--- config.mk ---
export PLATFORM = sky130hd
export DESIGN_NAME = btb_predictor
export DESIGN_NICKNAME = d
export VERILOG_FILES = /design/src/rtl/btb_predictor.sv
export SDC_FILE = /design/constraint.sdc
export NUM_CORES = 1
export LEC_CHECK = 0
export CAP_MARGIN = 5
export CORE_AREA = 2 2 277 307
export CTS_CLUSTER_SIZE = 16
export DETAILED_ROUTE_END_ITERATION = 12
export DIE_AREA = 0 0 279 309
export HOLD_SLACK_MARGIN = 0.05
export PLACE_DENSITY_LB_ADDON = 0.05
export SLEW_MARGIN = 0
export SYNTH_ARGS = -nofsm -noshare
export SYNTH_HDL_FRONTEND = slang
export SYNTH_SLANG_ARGS = --single-unit
--- constraint.sdc ---
create_clock -name clk -period 10.9 [get_ports clk]
set_input_delay 2.18 -clock clk [delete_from_list [all_inputs] [get_ports clk]]
set_output_delay 2.18 -clock clk [all_outputs]
set_load 0.02 [all_outputs]
--- src/rtl/btb_predictor.sv ---
// Direct-mapped branch target buffer with a 2-bit direction counter per entry.
// Optional `BTB_STATS_EN adds resolved-branch and mispredict counters.
module btb_predictor #(
    parameter int ENTRIES = 16
) (
    input  logic        clk,
    input  logic        rst,
    input  logic [31:0] PC_IF,
    output logic        pred_taken,
    output logic [31:0] pred_target,
    input  logic        stall,
    input  logic        ex_valid,
    input  logic        ex_is_br,
    input  logic [31:0] ex_PC,
    input  logic        ex_br_taken,
    input  logic [31:0] ex_br_target,
    input  logic        ex_pred_taken,
    input  logic [31:0] ex_pred_target,
    output logic        mispredict,
    output logic [31:0] fix_PC,
    output logic [31:0] br_count,
    output logic [31:0] miss_count
);
    localparam int IDXW = $clog2(ENTRIES);
    localparam int TAGW = 30 - IDXW;

    logic [ENTRIES-1:0]      valid;
    logic [ENTRIES-1:0][1:0] cnt;
    logic [TAGW-1:0]         tag_q    [ENTRIES];
    logic [31:0]             target_q [ENTRIES];

    logic [IDXW-1:0] rd_idx;
    logic [IDXW-1:0] wr_idx;
    logic            rd_hit;
    logic            wr_hit;
    logic            res;
    logic            upd;

    assign rd_idx = PC_IF[IDXW+1:2];
    assign wr_idx = ex_PC[IDXW+1:2];
    assign rd_hit = valid[rd_idx] && (tag_q[rd_idx] == PC_IF[31:IDXW+2]);
    assign wr_hit = valid[wr_idx] && (tag_q[wr_idx] == ex_PC[31:IDXW+2]);

    always_comb begin
        pred_taken  = 1'b0;
        pred_target = PC_IF + 32'd4;
        if (rd_hit && cnt[rd_idx][1]) begin
            pred_taken  = 1'b1;
            pred_target = target_q[rd_idx];
        end
    end

    assign res        = ex_valid && ex_is_br;
    assign upd        = res && !stall;
    assign mispredict = res && ((ex_pred_taken != ex_br_taken) ||
                                (ex_br_taken && (ex_pred_target != ex_br_target)));
    assign fix_PC     = ex_br_taken ? ex_br_target : ex_PC + 32'd4;

    always_ff @(posedge clk or posedge rst) begin
        if (rst) begin
            valid <= '0;
            cnt   <= {ENTRIES{2'b01}};
        end else if (upd) begin
            if (wr_hit) begin
                if (ex_br_taken) begin
                    if (cnt[wr_idx] != 2'b11) cnt[wr_idx] <= cnt[wr_idx] + 2'd1;
                end else begin
                    if (cnt[wr_idx] != 2'b00) cnt[wr_idx] <= cnt[wr_idx] - 2'd1;
                end
            end else if (ex_br_taken) begin
                valid[wr_idx] <= 1'b1;
                cnt[wr_idx]   <= 2'b10;
            end
        end
    end

    // Tag/target need no reset: they are only observed through a set valid bit.
    always_ff @(posedge clk) begin
        if (!rst && upd && ex_br_taken) begin
            target_q[wr_idx] <= ex_br_target;
            if (!wr_hit) tag_q[wr_idx] <= ex_PC[31:IDXW+2];
        end
    end

`ifdef BTB_STATS_EN
    always_ff @(posedge clk or posedge rst) begin
        if (rst) begin
            br_count   <= '0;
            miss_count <= '0;
        end else if (upd) begin
            br_count <= br_count + 32'd1;
            if (mispredict) miss_count <= miss_count + 32'd1;
        end
    end
`else
    assign br_count   = '0;
    assign miss_count = '0;
`endif

endmodule

==> impl_metrics.json <==
{
  "status": "finished clean",
  "wl_per_cell_um": 35.4,
  "startpoint_type": "input pin",
  "cts_root_buf": "clkbuf_16",
  "first_iter_violations": 3397,
  "worst_setup_path_end_kind": "output port",
  "power_leakage_nw": 16.6,
  "ir_drop_mv": 0.113,
  "critPathArrivalTime_ns": 7.20,
  "syn_avg_cell_area_um2": 18.4,
  "grt.total_usage_pct": 31.9,
  "synth_ff_type": "edfxtp_1",
  "dr.pass1.iters": 6,
  "rsz0062_at_grt": "no",
  "ioPinCount": 265,
  "crit_path_max_fanout": 70,
  "path_class": "in -> out",
  "area_growth_pct": 14.0,
  "tightest_slew_ns": 1.11,
  "antenna_left": 0,
  "synth_edf_count": 928,
  "post_cts_buffers": 0,
  "crit_start": "PC_IF[2]",
  "gp_congestion": 0.961,
  "drv_slew": 0,
  "dieArea_um2": 86200,
  "grt_pass1_vias": 25926,
  "tns_ns": 0,
  "vias": 25991,
  "dp_hpwl_um": 85700,
  "clk_path_buf_depth": 3,
  "placeableCoreArea_um2": 82900,
  "nets": 2837,
  "place_area_um2": 48500,
  "yosysWarnings": 0,
  "die_h_um": 309,
  "crit_end": "pred_target[29]",
  "fin_util_pct": 62.3,
  "hold_buffers": 0,
  "final_cell_area_um2": 51700,
  "hold_path_depth": 1,
  "totalWireLength_um": 136000,
  "worstHoldStart": "valid[0]",
  "synth_common_cells": "edfxtp_1 (928), mux4_2 (369), mux2i_1 (101), nand2_1 (98), buf_4 (87)",
  "skew_ns": 0.0189,
  "fin_crit_sh_pct": 86.1,
  "cap_viol_max_count": 0,
  "cts-resized-gates": 0,
  "cts_htree_levels": 3,
  "clk_pin_slew_ns": 0.06,
  "n_fill_cell": 5854,
  "yosys.cell_count.top_type": "edfxtp_1",
  "r2r_cells": 11,
  "synthArstFlopShare_pct": 4.92,
  "ys_ff_latch": 976,
  "ys_seq_area_share_pct": 64.2,
  "synth_area_leaders": "edfxtp_1 (61%), mux4_2 (18%), mux2i_1 (2.2%), dfrtp_1 (1.8%), xnor2_1 (1.6%)",
  "grt_pass1_wl_um": 192000,
  "netlist_area_um2": 45300,
  "grt-ovfl-total": 0,
  "relSlewSlack_pct": 25.8,
  "r2r_start": "tag_q[4][23]",
  "num_rows": 111,
  "numCtsBuffers": 99,
  "ff2ff_setup_slack_ns": 5.99,
  "min_path_type": "reg -> reg",
  "period_minus_slack_ns": 9.38,
  "synth_top_cell_by_area": "edfxtp_1",
  "cp.required_ns": 8.72,
  "vias_per_cell": 6.76,
  "insertion_delay_ns": 0.68,
  "synth_cells": 2465,
  "antenna_found_initial": 7,
  "power_density_nw_per_um2": 159,
  "drive_gt1_share_pct": 26.5,
  "initial_core_util_pct": 54.7,
  "grt_max_degree": 96,
  "cts_tree": "built",
  "cts.sinks": 976,
  "port_buffers": 200,
  "netlist.area_leader.share_pct": 61.5,
  "setup_viol": 0,
  "final-hold-violation-count": 0,
  "ys_types": 75,
  "max_freq_ghz": 0.107,
  "drcViolationCount": 0,
  "chipWidth_um": 279,
  "worstReg2RegEnd": "tag_q[8][13]"
}
[cell families (layout without fill, tap and decap cells)]
kind of cell / count (synthesis) / after routing / synth area share [%]
AOI/OAI and AO/OA: 207 / 207 / 3.42
xor gates and xnor gates: 138 / 138 / 2.67
adders and majority gates: 7 / 7 / 0.193
buffers and inverters: 244 / 487 / 3.06
DFF: 976 / 976 / 64.2
muxes: 542 / 542 / 22.6
other: 1 / 67 / 0.00827
and+or+nand+nor: 350 / 350 / 3.87
[state kept, by name (all words and copies together), names as in the netlist]
register  cells
target_q    512
cnt          32
tag_q       416
valid        16
[report_power, final]
part           total, mW  internal [mW]  switching (mW)
Clock               3.29           1.89            1.41
Sequential          4.15           4.13          0.0195
Combinational      0.756          0.310           0.446
[worst max-delay path, stage by stage]
cell             delay, ns
buf_8                 0.56
buf_12                0.42
mux4_2                0.54
mux4_2                0.53
xnor2_1               0.23
nand4_1               0.12
nor3_1                0.25
nor4b_4               0.83
buf_4                 0.37
mux2_2                0.37
clkdlybuf4s50_1       0.55
[through the flow]
step	power, mW	hold slack [ns]	instances	setup slack (ns)
floorplan	4.66	0.460	2528	3.48
global placement	4.97	0.479	3666	1.65
detailed placement	4.98	0.488	3666	1.51
CTS	8.23	0.506	3843	1.51
global route	8.42	0.523	3847	1.25
finish	8.20	0.506	3847	1.52
[layout make-up]
class | count | area, um2 | area share [%]
Timing Repair Buffer | 287 | 2680 | 5.20
Clock inverter | 49 | 474 | 0.918
Tap cell | 1073 | 1340 | 2.60
Multi-Input combinational cell | 1308 | 15300 | 29.7
Antenna cell | 3 | 7.51 | 0.0145
Clock buffer | 128 | 2630 | 5.09
Inverter | 23 | 86.3 | 0.167
Sequential cell | 976 | 29100 | 56.3
[cells in the final DEF (no fill, tap or decap), types with 57 or more instances in the layout]
cell	Yosys	final
conb_1	1	64
mux4_2	369	369
buf_4	87	87
xnor2_1	82	82
edfxtp_1	928	928
mux2i_1	101	101
clkdlybuf4s50_1	0	192
nand2_1	98	98
clkbuf_16	0	101
o21ai_0	57	57
[metal layers]
layer / part of all wire (%) / wire length [um] / up-vias / GRT usage (%)
met3: 9.0 / 12200 / 243 / 5.63
met1: 38 / 51500 / 13679 / 43.2
met5: 0 / 0 / - / 0
met4: 3.9 / 5260 / 0 / 12.0
li1: - / - / 10476 / -
met2: 49 / 67200 / 1593 / 52.5
[how the worst min path moves through the flow]
| stage | end | slack (ns) |
|---|---|---|
| floorplan | valid[11] | 0.46 |
| global placement | valid[3] | 0.48 |
| detailed placement | valid[0] | 0.49 |
| CTS | valid[0] | 0.51 |
| global route | valid[9] | 0.52 |
| finish | valid[0] | 0.51 |
Power figures use the tool's default switching activity.
